--- src/rtl/serial_loader_pkg.sv ---
// ============================================================================
//  Module   : serial_loader_pkg
//  Brief    : Shared state encoding and default width for serial_loader.
//  Revision : 1.0 - initial release
// ============================================================================
`default_nettype none

package serial_loader_pkg;

    localparam int DEFAULT_WIDTH = 4;

    typedef enum logic [1:0] {
        IDLE   = 2'd0,
        SHIFT  = 2'd1,
        PARITY = 2'd2
    } state_t;

endpackage

`default_nettype wire

--- src/rtl/serial_loader.sv ---
// ============================================================================
//  Module   : serial_loader
//  Brief    : Framed serial-to-parallel front end producing d/load for a
//             downstream load register. Define SERIAL_LOADER_PARITY_EN to
//             add an even-parity bit after the data bits.
//  Revision : 1.0 - initial release
// ============================================================================
`default_nettype none

module serial_loader
    import serial_loader_pkg::*;
#(
    parameter int WIDTH = DEFAULT_WIDTH
) (
    input  logic             clk,
    input  logic             rst,
    input  logic             sin,
    input  logic             sin_valid,
    output logic [WIDTH-1:0] d,
    output logic             load,
    output logic             busy,
    output logic             par_err
);

    localparam int c_CNT_W = $clog2(WIDTH + 1);

    state_t             r_state;
    state_t             w_state_nxt;
    logic [c_CNT_W-1:0] r_cnt;
    logic [c_CNT_W-1:0] w_cnt_nxt;
    logic [WIDTH-1:0]   r_shift;
    logic [WIDTH-1:0]   w_shift_nxt;
    logic [WIDTH-1:0]   r_d;
    logic [WIDTH-1:0]   w_d_nxt;
    logic               r_load;
    logic               w_load_nxt;
    logic [WIDTH-1:0]   w_word;
    logic               w_last_bit;

`ifdef SERIAL_LOADER_PARITY_EN
    logic               r_par_err;
    logic               w_par_err_nxt;
    logic               w_par_ok;

    // Even parity: data bits XOR parity bit must be zero.
    assign w_par_ok = ~(^r_shift ^ sin);
`endif

    // Current shift contents with the incoming bit dropped into slot r_cnt.
    always_comb begin
        w_word = r_shift;
        for (int i = 0; i < WIDTH; i++) begin
            if (r_cnt == c_CNT_W'(i)) begin
                w_word[i] = sin;
            end
        end
    end

    assign w_last_bit = (r_cnt == c_CNT_W'(WIDTH - 1));

    always_comb begin
        w_state_nxt   = r_state;
        w_cnt_nxt     = r_cnt;
        w_shift_nxt   = r_shift;
        w_d_nxt       = r_d;
        w_load_nxt    = 1'b0;
`ifdef SERIAL_LOADER_PARITY_EN
        w_par_err_nxt = 1'b0;
`endif
        case (r_state)
            IDLE: begin
                if (sin_valid && sin) begin
                    w_state_nxt = SHIFT;
                    w_cnt_nxt   = '0;
                end
            end
            SHIFT: begin
                if (sin_valid) begin
                    w_shift_nxt = w_word;
                    w_cnt_nxt   = r_cnt + 1'b1;
                    if (w_last_bit) begin
`ifdef SERIAL_LOADER_PARITY_EN
                        w_state_nxt = PARITY;
`else
                        w_d_nxt     = w_word;
                        w_load_nxt  = 1'b1;
                        w_state_nxt = IDLE;
`endif
                    end
                end
            end
`ifdef SERIAL_LOADER_PARITY_EN
            PARITY: begin
                if (sin_valid) begin
                    w_state_nxt = IDLE;
                    if (w_par_ok) begin
                        w_d_nxt    = r_shift;
                        w_load_nxt = 1'b1;
                    end else begin
                        w_par_err_nxt = 1'b1;
                    end
                end
            end
`endif
            default: begin
                w_state_nxt = IDLE;
            end
        endcase
    end

    always_ff @(posedge clk) begin
        if (rst) begin
            r_state <= IDLE;
            r_cnt   <= '0;
            r_shift <= '0;
            r_d     <= '0;
            r_load  <= 1'b0;
        end else begin
            r_state <= w_state_nxt;
            r_cnt   <= w_cnt_nxt;
            r_shift <= w_shift_nxt;
            r_d     <= w_d_nxt;
            r_load  <= w_load_nxt;
        end
    end

`ifdef SERIAL_LOADER_PARITY_EN
    always_ff @(posedge clk) begin
        if (rst) begin
            r_par_err <= 1'b0;
        end else begin
            r_par_err <= w_par_err_nxt;
        end
    end

    assign par_err = r_par_err;
`else
    assign par_err = 1'b0;
`endif

    assign d    = r_d;
    assign load = r_load;
    assign busy = (r_state != IDLE);

endmodule

`default_nettype wire

--- config.mk ---
export PLATFORM = sky130hd
export DESIGN_NAME = serial_loader
export DESIGN_NICKNAME = d
export VERILOG_FILES = /design/src/rtl/serial_loader_pkg.sv /design/src/rtl/serial_loader.sv
export SDC_FILE = /design/constraint.sdc
export NUM_CORES = 1
export LEC_CHECK = 0
export CAP_MARGIN = 5
export CORE_MARGIN = 1
export CORE_UTILIZATION = 32
export CTS_CLUSTER_SIZE = 16
export DETAILED_ROUTE_END_ITERATION = 8
export DONT_BUFFER_PORTS = 1
export MAX_ROUTING_LAYER = met4
export PLACE_DENSITY = 0.5
export RECOVER_POWER = 100
export SLEW_MARGIN = 20
export SYNTH_ARGS = -nofsm -noshare
export SYNTH_HDL_FRONTEND = slang
export SYNTH_SLANG_ARGS = --single-unit
export TNS_END_PERCENT = 50
--- constraint.sdc ---
create_clock -name clk -period 1.25 [get_ports clk]
set_clock_uncertainty 0.1 [all_clocks]
set_input_delay 0.0625 -clock clk [delete_from_list [all_inputs] [get_ports clk]]
set_output_delay 0.0625 -clock clk [all_outputs]
set_load 0.01 [all_outputs]
## Yosys cells after proc, flatten, opt, wreduce, memory -nomap -nowiden

Index checks and enable logic that the tools add are counted.

| storage, ports and cells | value |
|---|---|
| bits of input ports | 4 |
| flip-flop bits (word level) | 14 |
| logic and storage cells | 37 |

| cells by class | value |
|---|---|
| equality and inequality tests | 7 |
| $add $sub $neg | 1 |
| bitwise logic cells | 2 |
| reductions and logical operators | 10 |
| multiplexer cells | 12 |

Operator list:

| kind | number |
|---|---|
| 3-bit AND reduction | 3 |
| 3-bit by 2-bit equality test with 1-bit output (second input constant) | 2 |
| 2-bit two-way mux | 3 |
| 3-bit two-way mux | 2 |
| 2-bit inequality test (second input constant) | 3 |
| 3-bit one-hot mux with 2 select lines | 1 |
| 1-bit two-way mux | 5 |
| 2-bit one-hot mux with 2 select lines | 1 |
| 2-bit nonzero test | 2 |
| 3-bit by 1-bit adder with 3-bit output (second input constant) | 1 |
| 3-bit by 1-bit equality test with 1-bit output (second input constant) | 1 |
| 3-bit zero test | 1 |
| 3-bit OR reduction | 1 |
| 2-bit by 1-bit equality test with 1-bit output (second input constant) | 1 |
| 2-bit zero test | 1 |
| 1-bit NOT | 2 |
| 2-bit AND reduction | 1 |
| 1-bit logical AND | 1 |

## Logic depth before layout (Yosys ltp)

| logic depth | value |
|---|---|
| word-level depth | 4 |
| depth in mapped cells | 6 |
| gate-level depth less buffers | 5 |

## Worst setup path before layout

OpenSTA, ideal clock, no wires.

| timing path | value |
|---|---|
| path kind | reg2reg |
| start point | register r_cnt[0] |
| end point | register r_d[2] (netlist: d[2]) |
| cell stages (with the launch flop) | 7 |
| path buffers | 1 |
| data arrival time | 1.120 ns |
| setup slack | -0.101 ns |
| period minus slack after synthesis | 1.351 ns |
| setup time | 0.131 ns |
| cell sequence | dfxtp_1 -> ha_1 -> ha_1 -> and3_1 -> buf_6 -> nor2_2 -> a211oi_2 |

| between the ends | value |
|---|---|
| word-level cells in the longest chain between the ends | 2 |
| elaborated cells between the ends (all ways) | 4 |
| those cells by class | eq/ne: 2; mux: 1; reduce/logical: 1 |

RTL lines:

| item | RTL line | RTL |
|---|---|---|
| start, declared | serial_loader.sv:29 | `logic [c_CNT_W-1:0] r_cnt;` |
| start signal, assigned | serial_loader.sv:120 | `r_cnt <= w_cnt_nxt;` |
| 3-bit by 2-bit equality test with 1-bit output | serial_loader.sv:59 | `assign w_last_bit = (r_cnt == c_CNT_W'(WIDTH - 1));` |
| via w_last_bit | serial_loader.sv:38 | `logic w_last_bit;` |
| 3-bit AND reduction (no line) | - |  |
| end signal, assigned | serial_loader.sv:122 | `r_d <= w_d_nxt;` |
| end, declared | serial_loader.sv:33 | `logic [WIDTH-1:0] r_d;` |

The timed path passes the listed nets, and every way through them passes these cells.
A chain may end at the register's enable or synchronous reset.

## Worst setup path after layout

Same ends and word-level chain as after synthesis.

==> metrics.txt <==
die area=2120 um^2; fin worst setup slack=-34.0 ps; final hold viol count=12; Reg2Reg Depth=5; Yosys reg bits=12; GPL Wtd Cong=0.683; Net Sw Power=0.000170 W; initial drt markers=3; fin. max-slew vios=0; H-tree depth=1; Post-CTS Setup Bufs=0; Antenna Cells=0; CP Capture Type=register; Worst Path Arrival=1390 ps; Cell Area, Synth=622 um^2; sequential share of power=51.5%; final cycle utilization of the critical path=103%; Final TNS setup=-116 ps; Ys Warns=0; Cells after Synth=65; vias in the first global route=423; first-pass GRT wire length=1970 um; DRC Markers=0; # rows=15; EDFF count, synth=0; Clock Tree Buf Depth=2; Fill cells=190; clock latency on the worst-skew pair=270 ps; CTS clk-pin slew, worst paths=80 ps; hold path cells=1; Core ar.=1780 um^2; first drt pass iteration count=2; crit-path max FO=8; placed cell count=89; Seq/Total Area, Yosys=38.6%; RSZ-0062 raised after global routing=yes; largest net degree at the start of global routing=13; min cycle time layout=1280 ps; Hold WC Path Type=input port to register; hold_ws=-263 ps; Pleak=0.292 nW; Comb power frac=7.0%; average cell area after synthesis=9.57 um^2; # setup viols final=4; clock tree from TritonCTS=built; Layout area overhead=28.4%; vias=443; Max-Cap Viols=0; PortBufs=0; syn_nets=74; Vias/cell=4.76; f_max=779 MHz; outcome=finished, violations left; die extent in x=46.1 um; total grt overflow=0; ys flop type=dfxtp_1; effective utilization at floorplan=34.9%; CTS Root Cell=clkbuf_4; dpl hpwl=817 um; data required time at the worst endpoint=1350 ps; Pint=0.000592 W; Worst Setup Start Kind=register; # nets final=78; initial antenna violation count=0; Post-DRT Antenna Nets=0; Chip Height=46.1 um; CP Class=register to register; DRT Wirelength=1270 um; clock share of power=41.5%; share of cells above drive strength 1=45.6%; drt wl/cell=13.6 um; Post-Place Setup Slack=-101 ps; worst reg-to-reg setup slack=-30 ps; I/O pin cnt=11; cts bufs inserted=3; failing checks=hold timing, setup timing; Max IR drop VDD=0.833 mV; switch share=22.4%; Cell Count, Final, Fillers Out=93; Global Route Usage Sum=14.5%; Unique masters post-synth=22; Sink Count=12; Post-synth ARST share=0%; PD cells=954 nW/um^2
==> per-stage QoR <==
stage                     utilization (%)  hold WS, ps  power [W]  instance area (um^2)
after floorplan                         -         27.1   0.000447                   673
final                                44.8         -263   0.000762                   798
after global placement               38.8         28.5   0.000446                   692
after detailed placement             38.8         29.4   0.000446                   692
after global routing                 44.8         -290   0.000809                   798
after CTS                            42.9         -272   0.000773                   766
==> state kept, by name (all words and copies together) (netlist names) <==
name,flops
d,4
load,1
r_cnt,3
r_shift,3
r_state,1
==> path summary, 6_finish.rpt <==
| check | from | end |
|---|---|---|
| worst min-delay path | rst | d[3] |
| worst min register to register | r_shift[1] | r_shift[1] |
| worst max-delay path | r_cnt[0] | d[2] |
| worst max register to register | r_cnt[0] | d[2] |
==> critical path: stages, from the launching register on <==
cell and delay (ps):
dfxtp_4 400, ha_4 140, ha_4 120, and3_4 280, nor2_4 40, a211oi_2 130
==> cell type report <==
| cell class | instances | area, um^2 | area share [%] |
|---|---|---|---|
| clock buffers | 4 | 36.3 | 4.55 |
| multi-input cells | 44 | 429 | 53.8 |
| inverters | 3 | 16.3 | 2.04 |
| repair buffers | 5 | 37.5 | 4.70 |
| flip-flops and latches | 12 | 248 | 31.0 |
| well taps | 25 | 31.3 | 3.92 |
==> kinds of logic after synthesis <==
| group | after synthesis | share of synthesized area [%] |
|---|---|---|
| AND/OR/NAND/NOR | 23 | 19.7 |
| flip-flops | 12 | 38.6 |
| other | 1 | 0.603 |
| adder cells (fa/ha/maj) | 5 | 10.1 |
| AO/OA/AOI/OAI | 9 | 12.1 |
| buffers and inverters | 9 | 9.25 |
| multiplexers | 6 | 9.66 |
==> placed cells by master (no fill, tap or decap), types with 3 or more instances in the layout <==
cell,netlist,routed
buf_4,2,5
ha_4,0,4
nor2_1,6,6
nor2_4,0,3
nand2_1,4,3
nand4b_1,3,3
a211oi_2,3,3
dfxtp_1,12,10
mux2i_1,6,5
nor2b_4,0,3
clkbuf_4,0,3
==> routing by layer <==
metal	wire length [um]	global-route usage, %
met5	0	-
met1	598	17.7
met2	619	21.4
met4	0	1.76
met3	49	7.84
==> power by group through the flow <==
stage               Sequential (W)  Clock [W]  Combinational, W
finish                    0.000393   0.000316         0.0000534
global route              0.000394   0.000355         0.0000594
CTS                       0.000392   0.000332         0.0000487
detailed placement        0.000403          0         0.0000432
global placement          0.000403          0         0.0000428
floorplan                 0.000401          0         0.0000458
==> Yosys cell counts, types with 2 or more instances <==
cell type  number  area (um^2)
nand3_1         2         10.0
nand2_1         4         15.0
buf_4           2         15.0
mux2i_1         6         60.1
nor2_2          3         18.8
dfxtp_1        12          240
nand4b_1        3         26.3
nor2b_1         3         18.8
ha_1            5         62.6
a21oi_1         3         15.0
nor2_1          6         22.5
a211oi_2        3         37.5
buf_6           2         22.5
inv_1           3         11.3
==> timing repair <==
action	in CTS	in global routing
resized for setup	12	8
gates cloned	0	0
endpoints found under the setup margin	5	6
hold endpoints to repair	12	12
pin swaps	5	5
No activity file was read; power rests on OpenSTA's default activity.
